==> src/rtl/pipe_ctrl_pkg.sv <==
// Shared pipeline-control definitions: sequencer state encoding and default widths.
package pipe_ctrl_pkg;

    localparam logic [1:0] IDLE   = 2'd0;
    localparam logic [1:0] WBACK  = 2'd1;
    localparam logic [1:0] REFILL = 2'd2;
    localparam logic [1:0] UPDATE = 2'd3;

    localparam int CNT_W_DEFAULT = 16;

    // Counter width able to hold cycles-1; never narrower than one bit.
    function automatic int tmr_width(input int cycles);
        return (cycles > 1) ? $clog2(cycles) : 1;
    endfunction

endpackage

==> src/rtl/dcache_stall_ctrl_if.sv <==
// Pipeline/lower-memory handshake bundle of the data-cache miss sequencer.
interface dcache_stall_ctrl_if;

    logic mem_req_i;
    logic cache_hit_i;
    logic dirty_i;
    logic mem_ack_i;
    logic stall_o;
    logic mem_req_o;
    logic mem_wr_o;
    logic refill_o;

    // master: the pipeline and lower memory around the sequencer
    modport master (
        output mem_req_i, cache_hit_i, dirty_i, mem_ack_i,
        input  stall_o, mem_req_o, mem_wr_o, refill_o
    );

    // slave: the miss sequencer itself
    modport slave (
        input  mem_req_i, cache_hit_i, dirty_i, mem_ack_i,
        output stall_o, mem_req_o, mem_wr_o, refill_o
    );

endinterface

==> src/rtl/stall_timer.sv <==
// Request-wait down-counter with load and terminal-count flag.
// Only built with STALL_TIMEOUT_EN; the default build has no timer at all.
`ifdef STALL_TIMEOUT_EN
module stall_timer #(
    parameter int W = 10
) (
    input  logic         clk_i,
    input  logic         rst_i,
    input  logic         load_i,
    input  logic [W-1:0] load_val_i,
    output logic         zero_o
);

    logic [W-1:0] cnt_q;

    always_ff @(posedge clk_i or posedge rst_i) begin
        if (rst_i) begin
            cnt_q <= '0;
        end else if (load_i) begin
            cnt_q <= load_val_i;
        end else if (cnt_q != '0) begin
            cnt_q <= cnt_q - 1'b1;
        end
    end

    assign zero_o = (cnt_q == '0);

endmodule
`endif

==> src/rtl/dcache_stall_ctrl.sv <==
// Data-cache miss sequencer: stalls the pipeline, runs write-back/refill with lower memory.
// Optional request timeout enabled by defining STALL_TIMEOUT_EN.
//
// state  | meaning
// IDLE   | no miss in flight; stall follows the live lookup
// WBACK  | writing the dirty victim line to lower memory
// REFILL | reading the missing line from lower memory
// UPDATE | one cycle writing the refilled line into the cache
module dcache_stall_ctrl
    import pipe_ctrl_pkg::*;
#(
    parameter int CNT_W          = CNT_W_DEFAULT,
    parameter int TIMEOUT_CYCLES = 1024
) (
    input  logic               clk_i,
    input  logic               rst_i,
    dcache_stall_ctrl_if.slave bus,
    input  logic               clr_cnt_i,
    output logic [CNT_W-1:0]   miss_cnt_o,
    output logic               timeout_o
);

    localparam logic [CNT_W-1:0] CNT_MAX = '1;

    logic [1:0]       state_q;
    logic [1:0]       state_d;
    logic             miss;
    logic             req_active;
    logic             tmr_tc;
    logic [CNT_W-1:0] miss_cnt_q;

    assign req_active = (state_q == WBACK) || (state_q == REFILL);
    assign miss       = (state_q == IDLE) && bus.mem_req_i && !bus.cache_hit_i;

    always_comb begin
        state_d = state_q;
        unique case (state_q)
            IDLE: begin
                if (miss) begin
                    state_d = bus.dirty_i ? WBACK : REFILL;
                end
            end
            WBACK: begin
                if (bus.mem_ack_i) begin
                    state_d = REFILL;
                end else if (tmr_tc) begin
                    state_d = IDLE;
                end
            end
            REFILL: begin
                if (bus.mem_ack_i) begin
                    state_d = UPDATE;
                end else if (tmr_tc) begin
                    state_d = IDLE;
                end
            end
            UPDATE: begin
                state_d = IDLE;
            end
            default: begin
                state_d = IDLE;
            end
        endcase
    end

    always_ff @(posedge clk_i or posedge rst_i) begin
        if (rst_i) begin
            state_q <= IDLE;
        end else begin
            state_q <= state_d;
        end
    end

    // Only IDLE looks at the live lookup; every other state holds the pipeline.
    assign bus.stall_o   = (state_q == IDLE) ? (bus.mem_req_i & ~bus.cache_hit_i) : 1'b1;
    assign bus.mem_req_o = req_active;
    assign bus.mem_wr_o  = (state_q == WBACK);
    assign bus.refill_o  = (state_q == UPDATE);

    always_ff @(posedge clk_i or posedge rst_i) begin
        if (rst_i) begin
            miss_cnt_q <= '0;
        end else if (clr_cnt_i) begin
            miss_cnt_q <= '0;
        end else if (miss && (miss_cnt_q != CNT_MAX)) begin
            miss_cnt_q <= miss_cnt_q + 1'b1;
        end
    end

    assign miss_cnt_o = miss_cnt_q;

`ifdef STALL_TIMEOUT_EN
    localparam int             TMR_W    = tmr_width(TIMEOUT_CYCLES);
    localparam logic [TMR_W-1:0] TMR_LOAD = TMR_W'(TIMEOUT_CYCLES - 1);

    logic tmr_zero;
    logic timeout_q;

    // Reloaded while idle and on every ack, so each request gets a full window.
    stall_timer #(
        .W (TMR_W)
    ) u_timer (
        .clk_i      (clk_i),
        .rst_i      (rst_i),
        .load_i     (!req_active || bus.mem_ack_i),
        .load_val_i (TMR_LOAD),
        .zero_o     (tmr_zero)
    );

    assign tmr_tc = req_active && !bus.mem_ack_i && tmr_zero;

    always_ff @(posedge clk_i or posedge rst_i) begin
        if (rst_i) begin
            timeout_q <= 1'b0;
        end else if (tmr_tc) begin
            timeout_q <= 1'b1;
        end
    end

    assign timeout_o = timeout_q;
`else
    localparam int unused_timeout_cycles = TIMEOUT_CYCLES;

    assign tmr_tc    = 1'b0;
    assign timeout_o = 1'b0;
`endif

endmodule

==> src/flat_wrapper.sv <==
// flat-port wrapper written by rule: the top's interface ports become plain ports
module dcache_stall_ctrl_flat import pipe_ctrl_pkg::*;
#(
    parameter int CNT_W          = CNT_W_DEFAULT,
    parameter int TIMEOUT_CYCLES = 1024
)
  (clk_i, rst_i, clr_cnt_i, miss_cnt_o, timeout_o, bus_mem_req_i, bus_cache_hit_i, bus_dirty_i, bus_mem_ack_i, bus_stall_o, bus_mem_req_o, bus_mem_wr_o, bus_refill_o);
  dcache_stall_ctrl_if bus_i ();
  input  logic clk_i;
  input  logic rst_i;
  input  logic clr_cnt_i;
  output logic [CNT_W-1:0] miss_cnt_o;
  output logic timeout_o;
  input wire logic [$bits(bus_i.mem_req_i)-1:0] bus_mem_req_i;
  input wire logic [$bits(bus_i.cache_hit_i)-1:0] bus_cache_hit_i;
  input wire logic [$bits(bus_i.dirty_i)-1:0] bus_dirty_i;
  input wire logic [$bits(bus_i.mem_ack_i)-1:0] bus_mem_ack_i;
  output wire logic [$bits(bus_i.stall_o)-1:0] bus_stall_o;
  output wire logic [$bits(bus_i.mem_req_o)-1:0] bus_mem_req_o;
  output wire logic [$bits(bus_i.mem_wr_o)-1:0] bus_mem_wr_o;
  output wire logic [$bits(bus_i.refill_o)-1:0] bus_refill_o;
  assign bus_i.mem_req_i = bus_mem_req_i;
  assign bus_i.cache_hit_i = bus_cache_hit_i;
  assign bus_i.dirty_i = bus_dirty_i;
  assign bus_i.mem_ack_i = bus_mem_ack_i;
  assign bus_stall_o = bus_i.stall_o;
  assign bus_mem_req_o = bus_i.mem_req_o;
  assign bus_mem_wr_o = bus_i.mem_wr_o;
  assign bus_refill_o = bus_i.refill_o;
  dcache_stall_ctrl #(.CNT_W(CNT_W), .TIMEOUT_CYCLES(TIMEOUT_CYCLES)) u_core (.clk_i(clk_i), .rst_i(rst_i), .bus(bus_i), .clr_cnt_i(clr_cnt_i), .miss_cnt_o(miss_cnt_o), .timeout_o(timeout_o));
endmodule
==> config.mk <==
export PLATFORM = sky130hd
export DESIGN_NAME = dcache_stall_ctrl_flat
export DESIGN_NICKNAME = d
export VERILOG_FILES = /design/src/rtl/pipe_ctrl_pkg.sv /design/src/rtl/dcache_stall_ctrl_if.sv /design/src/rtl/stall_timer.sv /design/src/rtl/dcache_stall_ctrl.sv /design/src/flat_wrapper.sv
export SDC_FILE = /design/constraint.sdc
export NUM_CORES = 1
export LEC_CHECK = 0
export ABC_AREA = 1
export CELL_PAD_IN_SITES_DETAIL_PLACEMENT = 1
export CELL_PAD_IN_SITES_GLOBAL_PLACEMENT = 1
export CORE_ASPECT_RATIO = 0.5
export CORE_MARGIN = 5
export CORE_UTILIZATION = 37
export DETAILED_ROUTE_END_ITERATION = 8
export PLACE_DENSITY = 0.88
export SLEW_MARGIN = 10
export SYNTH_ARGS = -nofsm -noshare
export SYNTH_HDL_FRONTEND = slang
export SYNTH_SLANG_ARGS = --single-unit
==> constraint.sdc <==
create_clock -name clk_i -period 3.67 [get_ports clk_i]
set_input_delay 0.734 -clock clk_i [delete_from_list [all_inputs] [get_ports clk_i]]
set_output_delay 0.734 -clock clk_i [all_outputs]
set_load 0.05 [all_outputs]
Word-level counts from Yosys, hierarchy flattened
Index checks and enable logic that the tools add are counted.
W data, S select, Z words.
{"block": "word_totals", "rom_bits": 0, "ramBits": 0, "ff_bits": 18, "n_memories": 0, "wordCells": 28, "output_inout_bits": 21, "latchBits": 0}
{"block": "op_classes", "add_sub_neg": 1, "n_reduce_logical": 8, "shifts": 0, "n_mul": 0, "n_eq_ne": 7, "bitwise": 2, "mux": 8, "div_mod_pow": 0, "magnitude_cmp": 0}
{"op": "$mux W16", "n": 2}
{"op": "$add A16 B1 Y16 const B", "n": 1}
{"op": "$ne A16 B16 Y1 const B", "n": 1}
{"op": "$mux W2", "n": 4}
{"op": "$pmux W2 S4", "n": 1}
{"op": "$eq A2 B2 Y1 const B", "n": 2}
{"op": "$ne A2 B2 Y1 const B", "n": 2}
{"op": "$logic_and A1 B1 Y1", "n": 3}
{"op": "$reduce_and A3 Y1", "n": 1}
{"op": "$eq A2 B1 Y1 const B", "n": 1}
{"op": "$logic_not A2 Y1", "n": 1}
{"op": "$ne A2 B1 Y1 const B", "n": 1}
{"op": "$reduce_bool A2 Y1", "n": 1}
{"op": "$and A1 B1 Y1", "n": 1}
{"op": "$logic_not A1 Y1", "n": 1}
{"op": "$logic_or A1 B1 Y1", "n": 1}
{"op": "$mux W1", "n": 1}
{"op": "$not A1 Y1", "n": 1}

Longest topological paths before layout
Gate-level depths: netlist of run 1.
{"block": "logic_depth", "word_depth": 6, "depth_mapped": 10, "depth_no_buf": 9}

Worst setup path before layout of run 1
No wires, ideal clock.
{"block": "synth_path", "path_kind": "input to output", "startpoint": "in bus_mem_req_i", "endpoint": "out bus_stall_o", "slack_ns": 1.590, "n_path_buf": 0, "cell_stages": 4, "arrival_time_ns": 1.346, "cell_sequence": "nand2_1 -> nor2_1 -> inv_1 -> nand2_1"}
{"block": "synth_via", "elab_chain_len": 2}
{"element": "from (decl)", "line_no": "flat_wrapper.sv:14", "source": "input wire logic [$bits(bus_i.mem_req_i)-1:0] bus_mem_req_i;"}
{"element": "$and A1 B1 Y1", "line_no": "dcache_stall_ctrl.sv:75", "source": "assign bus.stall_o = (state_q == IDLE) ? (bus.mem_req_i & ~bus.cache_hit_i) : 1'b1;"}
{"element": "$mux W1", "line_no": "dcache_stall_ctrl.sv:75"}
{"element": "to (decl)", "line_no": "flat_wrapper.sv:18", "source": "output wire logic [$bits(bus_i.stall_o)-1:0] bus_stall_o;"}
No other way between the ends.

Worst setup path after layout of run 1
Ends and elaborated chain as after synthesis.

==> summary.log, run 1 <==
INFO  status         result_of_the_run=finished clean
INFO  pwr            share_of_total_power_in_the_clock_network=25.1%
INFO  pwr            sequentialPowerShare=32.1%
INFO  clock_tree     htree_num_levels=1
INFO  setup_path     worst_path_required_time=2.94ns
INFO  setup_path     worstSetupPathType=input pin to output pin
INFO  synthesis      synth.cell_area=0.00121mm2
INFO  pwr            power_density=455mW/mm2
INFO  die            die_outline_area=0.00459mm2
INFO  clock_tree     tritoncts_clock_tree=yes
INFO  place          dp_hpwl=2720um
INFO  clock_tree     clkSinkCount=18
INFO  routing        remaining_drc_errors=0
INFO  grt            grt_antenna_before_repair=0
INFO  timing         fin_worst_hold_slack=0.564ns
INFO  run            maxCapViolations=0
INFO  routing        drt-initial-drc-count=35
INFO  pwr            leakage=0.000717uW
INFO  clock_tree     cts_root_buf=sky130_fd_sc_hd__clkbuf_8
INFO  place          gpl_wtd_cong=0.748
INFO  layout         finish.net_count=217
INFO  synthesis      post_synthesis_sequential_area_ratio=37.2%
INFO  clock_tree     post-cts-setup-buffer-count=0
INFO  timing         final-hold-violation-count=0
INFO  timing         finClkSkew=0.00481ns
INFO  setup_path     crit_path_end_kind=output pin
INFO  grt            grt_pass1_wl=6150um
INFO  pwr            switching_power_summed_over_all_nets=302uW
INFO  pwr            power_frac_comb=42.8%
INFO  grt            global_route.overflow_total=0
INFO  synthesis      synthesis.area_per_instance=6.85um2
INFO  timing         slew_headroom=40.7%
INFO  timing         totalNegativeSetupSlack=0ns
INFO  timing         min_period=3.12ns
INFO  synthesis      synth.ff_latch_count=18
INFO  grt            grt_util_all_layers=16.7%
INFO  die            floorplan.rows=14
INFO  clock_tree     cts_hold_repair.buffers=0
INFO  clock_tree     clock_insertion_delay_worst_skew=0.27ns
INFO  setup_path     timing.critical_path.from_type=input pin
INFO  grt            number_of_global_route_vias_before_repair=1282
INFO  pwr            intPower=403uW
INFO  clock_tree     cts-root-to-sink-buffers=2
INFO  timing         post-route-period-util=85.1%
INFO  timing         worst_pin_slew=0.886ns
INFO  timing         max_clock_freq=320MHz
INFO  layout         layout-area-overhead-vs-synth=27.9%
INFO  die            core_region_area=0.00307mm2
INFO  timing         rsz0062_at_grt=no
INFO  die            initial_utilization=39.6%
INFO  die            num_io_pins=28
INFO  die            die_width=91.0um
INFO  setup_path     critPathArrivalTime=2.39ns
INFO  synthesis      postSynthCellCount=177
INFO  layout         final_cell_mix=62 x sky130_fd_sc_hd__nand2_1, 26 x sky130_fd_sc_hd__clkdlybuf4s50_1, 24 x sky130_fd_sc_hd__nor2_1, 18 x sky130_fd_sc_hd__inv_1, 18 x sky130_fd_sc_hd__dfrtp_1
INFO  routing        detailedRoute.firstPassIterationCount=4
INFO  die            die_y=50.5um
INFO  pwr            power.share.switching=42.8%
INFO  grt            largest_net_degree_at_the_start_of_global_routing=19
INFO  pwr            vdd_ir_drop_max=0.000548V
INFO  setup_path     critPathMaxFanout=4
INFO  layout         layout-drive-gt1-share=7.39%
INFO  synthesis      yosys_warnings=0
INFO  layout         layout_commonest_cell=sky130_fd_sc_hd__nand2_1
INFO  clock_tree     cts_resized=0
INFO  routing        via_per_inst=5.05
INFO  clock_tree     worst_setup_hold_path_clk_slew=0.08ns
INFO  timing         final_critical_path_setup_slack=0.546ns
INFO  clock_tree     tritoncts.num_buffers=3
INFO  layout         diodes=0
INFO  timing         setup-violations-final=0
INFO  timing         report.final.slew_viol_count=0
INFO  hold_path      worst_hold_path_type=flip-flop to flip-flop
INFO  synthesis      synth.net_count=190
INFO  routing        wl_per_instance=14.9um
INFO  routing        routed_wl=3620um
INFO  synthesis      synthDistinctLibCells=25
INFO  routing        ant_nets=0
INFO  place          buffer_ports.inserted=26
INFO  routing        vias=1226
INFO  place          pre_cts_ws=0.533ns
[layout make-up]
| cell class | instances | area (um2) |
|---|---|---|
| Multi-Input combinational cell | 136 | 662 |
| Tap cell | 40 | 50.0 |
| Inverter | 19 | 72.6 |
| Timing Repair Buffer | 26 | 260 |
| Clock buffer | 4 | 55.1 |
| Sequential cell | 18 | 450 |
| Fill cell | 398 | 1520 |
[state kept, by name, indices dropped and copies added, names as in the netlist]
register / count
u_core.miss_cnt_o: 16
u_core.state_q: 2
[routing by layer]
metal	wire length (um)	global-route usage (%)	vias up	share of wire (%)
li1	-	-	611	-
met1	1600	19.1	592	44
met2	1860	31.8	19	51
met3	120	3.43	4	3.3
met4	36	5.12	0	0.99
met5	0	0	-	0
[power by group through the flow]
stage / Sequential (uW) / Clock, uW / Combinational [uW]
final: 227 / 177 / 301
after global routing: 229 / 187 / 331
after CTS: 227 / 178 / 307
after detailed placement: 231 / 0 / 306
after global placement: 230 / 0 / 295
after floorplan: 233 / 0 / 219
[worst paths after layout]
kind | startpoint | endpoint | slack, ns | cells past startpoint
max | bus_mem_req_i | bus_stall_o | 0.55 | 6
min | u_core.miss_cnt_o[1] | u_core.miss_cnt_o[1] | 0.56 | 2
max reg2reg | u_core.state_q[1] | u_core.miss_cnt_o[7] | 1.53 | 8
min reg2reg | u_core.miss_cnt_o[1] | u_core.miss_cnt_o[1] | 0.56 | 2
max in group asynchronous | rst_i | u_core.miss_cnt_o[11] | 2.29 | 2
min in group asynchronous | rst_i | u_core.miss_cnt_o[14] | 0.91 | 2
[worst max-delay path, cell delays in order]
cell and delay (ns):
sky130_fd_sc_hd__clkdlybuf4s50_1 0.45, sky130_fd_sc_hd__nand2_1 0.05, sky130_fd_sc_hd__nor2_1 0.14, sky130_fd_sc_hd__inv_1 0.11, sky130_fd_sc_hd__nand2_1 0.09, sky130_fd_sc_hd__clkdlybuf4s50_1 0.81
[per-stage QoR]
stage          total power, uW  area (um2)  cells  utilization (%)
6_report                   705        1550    243             50.6
4_1_cts                    712        1550    243             50.6
3_3_place_gp               525        1500    239             48.8
3_5_place_dp               537        1500    239             48.8
2_1_floorplan              452        1210    177                -
5_1_grt                    747        1550    243             50.6
[Yosys cell counts]
cell / n / area, um2
sky130_fd_sc_hd__nor2_1: 24 / 90.1
sky130_fd_sc_hd__clkinv_2: 1 / 5.00
sky130_fd_sc_hd__nor2_2: 2 / 12.5
sky130_fd_sc_hd__o21ai_1: 1 / 5.00
sky130_fd_sc_hd__o211ai_1: 1 / 7.51
sky130_fd_sc_hd__nand4_1: 10 / 62.6
sky130_fd_sc_hd__or2_2: 2 / 12.5
sky130_fd_sc_hd__o21ai_0: 5 / 25.0
sky130_fd_sc_hd__buf_1: 1 / 3.75
sky130_fd_sc_hd__nor2_4: 1 / 11.3
sky130_fd_sc_hd__nand2_2: 4 / 25.0
sky130_fd_sc_hd__buf_4: 1 / 7.51
sky130_fd_sc_hd__buf_6: 1 / 11.3
sky130_fd_sc_hd__nand3_1: 8 / 40.0
sky130_fd_sc_hd__ha_1: 6 / 75.1
sky130_fd_sc_hd__dfrtp_1: 18 / 450
sky130_fd_sc_hd__conb_1: 1 / 3.75
sky130_fd_sc_hd__nand2_1: 62 / 233
sky130_fd_sc_hd__xor2_1: 2 / 17.5
sky130_fd_sc_hd__buf_2: 1 / 5.00
sky130_fd_sc_hd__o21bai_1: 1 / 7.51
sky130_fd_sc_hd__inv_1: 18 / 67.6
sky130_fd_sc_hd__a21oi_1: 3 / 15.0
sky130_fd_sc_hd__o21ai_2: 1 / 8.76
sky130_fd_sc_hd__nor3_1: 2 / 10.0
[cell families (layout without fill, tap and decap cells)]
group           count (synthesis)  count (layout)  share of synthesized area [%]
fa+ha+maj                       6               6                           6.19
compound gates                 12              12                           5.68
flops                          18              18                           37.2
buf+inv                        23              49                           8.25
other cells                     1               1                          0.309
simple gates                  115             115                           41.0
xor+xnor                        2               2                           1.45
Note: power is estimated with default switching activity, not from simulation.
==> inputs of run 2 (changes only) <==
--- a/config.mk
+++ b/config.mk
@@ -6,6 +6,7 @@
 export NUM_CORES = 1
 export LEC_CHECK = 0
 export ABC_AREA = 1
+export CAP_MARGIN = 20
 export CELL_PAD_IN_SITES_DETAIL_PLACEMENT = 1
 export CELL_PAD_IN_SITES_GLOBAL_PLACEMENT = 1
 export CORE_ASPECT_RATIO = 0.5
==> results of run 2 <==
The final DEF is identical to that of run 1; final timing and power are the same.
==> edit 1, RTL diff (settings of run 2) <==
`CNT_W_DEFAULT`: 16 -> 14.
--- a/src/rtl/pipe_ctrl_pkg.sv
+++ b/src/rtl/pipe_ctrl_pkg.sv
@@ -6,7 +6,7 @@
     localparam logic [1:0] REFILL = 2'd2;
     localparam logic [1:0] UPDATE = 2'd3;
 
-    localparam int CNT_W_DEFAULT = 16;
+    localparam int CNT_W_DEFAULT = 14;
 
     // Counter width able to hold cycles-1; never narrower than one bit.
     function automatic int tmr_width(input int cycles);
Interface: changed (resized miss_cnt_o); port bits go from 28 to 26. The function was not compared with the original's and may differ.
==> edit 1 against run 2 <==
Area after synthesis shrank 7.9%. Synthesized cell count fell by 15%. Combinational power is 2% higher. Sequential cell count decreased by 2. Wire length fell by 23%. Worst hold slack better by 30 ps. Power decreased by 8.9%. Setup slack better by 210 ps. Final area is 8.7% lower. Critical path depth fell by 2. First-iteration DRC count is 26% higher. Fmax grew 7.3%. Critical path type unchanged. Largest cell class unchanged.
==> edit 1: results (changes against run 2) <==
Critical path
  – Crit-path max FO: 2 (-2)
  – FF-to-FF setup slack: 1950 ps (+420 ps)
  – Critical R2R Capture: u_core.miss_cnt_o[13]
  – R2r worst-path depth: 10 (+2)
  – Reg2Reg Launch Point: u_core.miss_cnt_o[0]
  – Data arrival, critical path: 2180 ps (-210 ps)
  – Largest delay share family, worst path: buffers and inverters

Detailed routing
  – DR vias: 1025 (-16%)
  – Drt initial violations: 44 (+26%)
  – Wirelength per Cell: 13.04 µm (-12%)
  – Routed wire length: 2.790 mm (-23%)

Global routing
  – Largest net degree at the start of global routing: 21 (+2)
  – Initial antenna violation count: 0 (unchanged)
  – First-pass GRT wire length: 4.919 mm (-20%)
  – Total GRT Usage: 14.56% (-2.2 points)
  – Vias in the first global route: 1087 (-15%)

Placed design
  – Cells after DPL: 211 (-12%)
  – Pre-CTS setup slack: 748.3 ps (+214.8 ps)
  – Post-detail-place hpwl: 2.194 mm (-19%)
  – Port Buffers: 24 (-7.7%)
  – GP Congestion: 0.7071 (-5.5%)

Synth
  – Synth Flop Type: dfrtp_1
  – Post-Synth Adder-Cell Area: 6.726% (+0.53 points)
  – Seq/Total Area, Yosys: 35.87% (-1.3 points)
  – Commonest cells post-synth: nand2_1 (38), nand3_1 (22), inv_1 (17)
  – Syn Nets: 164 (-14%)
  – Area contributors post-synth: dfrtp_1 (36%), nand2_1 (13%), nand3_1 (9.9%)
  – Ys async rst share: 100.0% (unchanged)
  – Xor/xnor share of the synthesized area: 5.493% (+4.0 points)
  – Avg Inst Size Synth: 7.391 µm² (+7.9%)
  – Post-synthesis cell type count: 26 (+4.0%)
  – Synth Area in Compound Gates: 5.157% (-0.52 points)

STA
  – Relative slew slack: 56.60% (+16 points)
  – Setup Skew: 3.316 ps (-1.492 ps)

CTS
  – Num CTS Buffers: 3 (unchanged)
  – Clk Latency, worst-skew pair: 250 ps (-20 ps)
  – CTS clock-pin slew for the worst setup and hold paths: 60 ps (-20 ps)

Finish
  – Share of cells above drive strength 1: 9.195% (+1.8 points)
  – Antenna diodes: 0 (unchanged)
  – Fill cells: 371 (-6.8%)
  – Largest register FFs: 14 (-2)
  – Final net count: 189 (-13%)

Pwr
  – Maximum VDD drop: 0.0002652 V (-52%)
  – Leakage: 0.6948 nW (-3.2%)

Hold path
  – Worst Hold Launch: u_core.state_q[0]
  – Worst Hold Class: reg -> reg
  – Hold Path Sink: u_core.state_q[0]

Status
  – Outcome: completed
-- edit 1: changes by cell type after synthesis, moves of 2 or more --
cell / run 2 / this run
nand2_1: 62 / 38
nand3_1: 8 / 22
nor2_1: 24 / 11
nand4_1: 10 / 3
xor2_1: 2 / 6
inv_2: 0 / 3
a21oi_1: 3 / 1
dfrtp_1: 18 / 16
o21ai_1: 1 / 3
or2_2: 2 / 0
-- edit 1: layer usage --
layer / up-vias / global-route usage, % / share of wire [%]
met2: 14 / 26.00 / 52
met1: 485 / 17.67 / 44
met3: 4 / 3.541 / 2.7
met5: - / 0 / 0
met4: 0 / 3.061 / 1.3
li1: 522 / - / -
-- edit 1: logic make-up (layout without fill, tap and decap cells) --
logic type      count (synthesis)  count (layout)
flops                          16              16
simple gates                   85              85
other cells                     1               1
compound gates                 11              11
buf+inv                        25              48
fa+ha+maj                       6               6
xor+xnor                        7               7
-- edit 1: area by class of cell --
type | count | share of cell area, %
sequential | 16 | 28.29
clock buffer | 3 | 2.918
multi-input combinational | 110 | 42.62
tap | 40 | 3.537
timing repair buffer | 24 | 16.98
inverter | 21 | 5.659
-- edit 1: worst reg2reg max path, stage by stage (launching register included) --
cell and delay (ps):
dfrtp_1 420, ha_1 250, nand2_2 120, nor2_4 50, nand2_2 120, clkinv_2 80
nand2_4 80, nand2_8 100, nor2_1 270, nand2_1 100, nand2_1 70
-- edit 1: power breakdown --
group	total (mW)	switching, mW	internal (mW)
sequential	0.204	0.0135	0.191
clock	0.131	0.0583	0.0727
combinational	0.307	0.209	0.0975
total	0.642	0.281	0.361
-- edit 1: how the worst max path moves through the flow --
stage	startpoint	end	slack, ps	cells past startpoint
after global routing	bus_mem_req_i	bus_stall_o	720	4
after floorplan	bus_cache_hit_i	bus_stall_o	1740	3
final	bus_mem_req_i	bus_stall_o	760	4
after CTS	bus_mem_req_i	bus_stall_o	750	4
after detailed placement	bus_mem_req_i	bus_stall_o	750	4
after global placement	bus_mem_req_i	bus_stall_o	780	4
-- edit 1: metrics by stage --
| stage | hold slack, ps | cell area, µm² |
|---|---|---|
| floorplan | 507.2 | 1116 |
| finish | 594.1 | 1415 |
| global placement | 538.5 | 1374 |
| detailed placement | 596.5 | 1374 |
| CTS | 612.1 | 1415 |
| global route | 639.7 | 1415 |
==> edit 2, RTL diff (config.mk and constraints of run 2) <==
Without the edit above. Put one more register stage on the output `miss_cnt_o`, without a reset. The value now appears one clock later. The other outputs are not delayed to match.
--- a/src/rtl/dcache_stall_ctrl.sv
+++ b/src/rtl/dcache_stall_ctrl.sv
@@ -87,7 +87,9 @@
         end
     end
 
-    assign miss_cnt_o = miss_cnt_q;
+    always_ff @(posedge clk_i) begin
+        miss_cnt_o <= miss_cnt_q;
+    end
 
 `ifdef STALL_TIMEOUT_EN
     localparam int             TMR_W    = tmr_width(TIMEOUT_CYCLES);
Behaviour: not the same (a bounded check fails within 4 cycles, from zero or initial values and one cycle with rst_i high).
==> edit 2 against run 2 <==
Synthesized cell count increased by 13%. Wire length increased by 7.6%. Sequential cell count increased by 16. Area after synthesis increased by 31%. Register-to-register slack improved by 350 ps. Via count increased by 14%. Critical path depth unchanged. Final area increased by 28%. Clock skew increased by 0.57 ps. Setup slack got worse by 98 ps. Power increased by 39%. Core utilization decreased by 1.2 points. Critical endpoint unchanged.
==> edit 2: results (changes against run 2) <==
STA
  – Fin Hold WS: 435.2 ps (-128.8 ps)
  – Setup Skew: 5.379 ps (+0.5711 ps)
  – Relative slew slack: 53.13% (+12 points)

Placed design
  – GP Congestion: 0.8784 (+17%)
  – Placed Area: 1908 µm² (+28%)
  – Pre-CTS setup slack: 455.0 ps (-78.46 ps)
  – Cells after DPL: 278 (+16%)
  – Post-detail-place hpwl: 2.918 mm (+7.3%)

Critical path
  – Crit-path max FO: 7 (+3)
  – Critical R2R Capture: u_core.miss_cnt_q[3]
  – R2r worst-path depth: 9 (+1)
  – Data arrival, critical path: 2490 ps (+100 ps)

CTS
  – H-tree lvl count: 2 (+1)
  – Clk Latency, worst-skew pair: 290 ps (+20 ps)
  – Clock tree buffer depth: 2 (unchanged)
  – Num CTS Buffers: 5 (+2)

Synth
  – Post-synthesis cell type count: 23 (-8.0%)
  – Mapped Cells: 200 (+13%)
  – Commonest cells post-synth: nand2_1 (65), nor2_1 (20), inv_1 (19)
  – Syn Nets: 213 (+12%)
  – Area contributors post-synth: dfrtp_1 (28%), dfxtp_1 (20%), nand2_1 (15%)
  – Seq/Total Area, Yosys: 48.43% (+11 points)
  – Ys async rst share: 52.94% (-47 points)

Global routing
  – Met3 usage: 3.708% (+0.28 points)
  – First-pass GRT wire length: 6.782 mm (+10%)
  – Largest net degree at the start of global routing: 19 (unchanged)
  – Met1 usage: 19.23% (+0.12 points)
  – Vias in the first global route: 1499 (+17%)
  – GR Util met2: 24.68% (-7.1 points)

Hold path
  – Worst Hold Launch: u_core.miss_cnt_q[4]
  – Worst Hold Class: reg -> reg

Pwr
  – Leakage: 0.9004 nW (+25%)
  – Maximum VDD drop: 0.0004407 V (-20%)

Finish
  – Share of cells above drive strength 1: 7.759% (+0.37 points)
  – Final net count: 244 (+12%)

Detailed routing
  – Vias per inst: 4.874 (-3.4%)
  – Wirelength per Cell: 13.62 µm (-8.6%)
  – Drt initial violations: 45 (+29%)

Status
  – Outcome: completed
[edit 2: cell types whose count changed in the layout (fill, tap and decap cells not counted), sizes merged, moves of 2 or more]
cell    delta
clkbuf     +4
dfxtp     +16
xor2       +2
nand4      -3
o21ai      +2
inv        +4
nor3       -2
nand3      +6
or2        -2
[edit 2: area by class of cell]
class                           instances  area (µm²)
Fill cell                             502        2036
Sequential cell                        34       770.7
Multi-Input combinational cell        141       723.2
Timing Repair Buffer                   26       260.3
Inverter                               23       86.33
Clock buffer                            8       80.08
Tap cell                               54       67.56
[edit 2: worst max-delay path by stage]
stage / startpoint / to / slack (ps) / cells past startpoint
2_1_floorplan: bus_mem_req_i / bus_stall_o / 1530 / 4
3_3_place_gp: bus_mem_req_i / bus_stall_o / 500 / 6
3_5_place_dp: bus_mem_req_i / bus_stall_o / 460 / 6
4_1_cts: bus_mem_req_i / bus_stall_o / 430 / 6
5_1_grt: bus_mem_req_i / bus_stall_o / 350 / 6
6_report: bus_mem_req_i / bus_stall_o / 450 / 6
[edit 2: worst max-delay path, stage by stage]
cell and delay [ps]:
clkdlybuf4s50_1 450, nand2_1 60, nor2_2 260, inv_2 90
nand2_1 90, clkdlybuf4s50_1 800
[edit 2: per-layer routing]
layer	part of all wire, %	up-vias
li1	-	683
met1	47	673
met2	47	31
met3	4.7	7
met4	1.2	0
met5	0	-
[edit 2: kinds of logic (layout without fill, tap and decap cells)]
family | count (synthesis) | in the layout | synth area share (%)
buffers and inverters | 25 | 57 | 6.132
AND/OR/NAND/NOR | 116 | 116 | 33.57
XOR/XNOR | 4 | 4 | 2.201
adder cells (fa/ha/maj) | 6 | 6 | 4.717
other | 1 | 1 | 0.2356
AO/OA/AOI/OAI | 14 | 14 | 4.716
flip-flops | 34 | 34 | 48.43
[edit 2: power by group]
group	internal (mW)	switching [mW]	leakage [nW]
Sequential	0.388	0.0136	0.376
Clock	0.135	0.128	0.0395
Combinational	0.101	0.215	0.485
Total	0.623	0.356	0.900
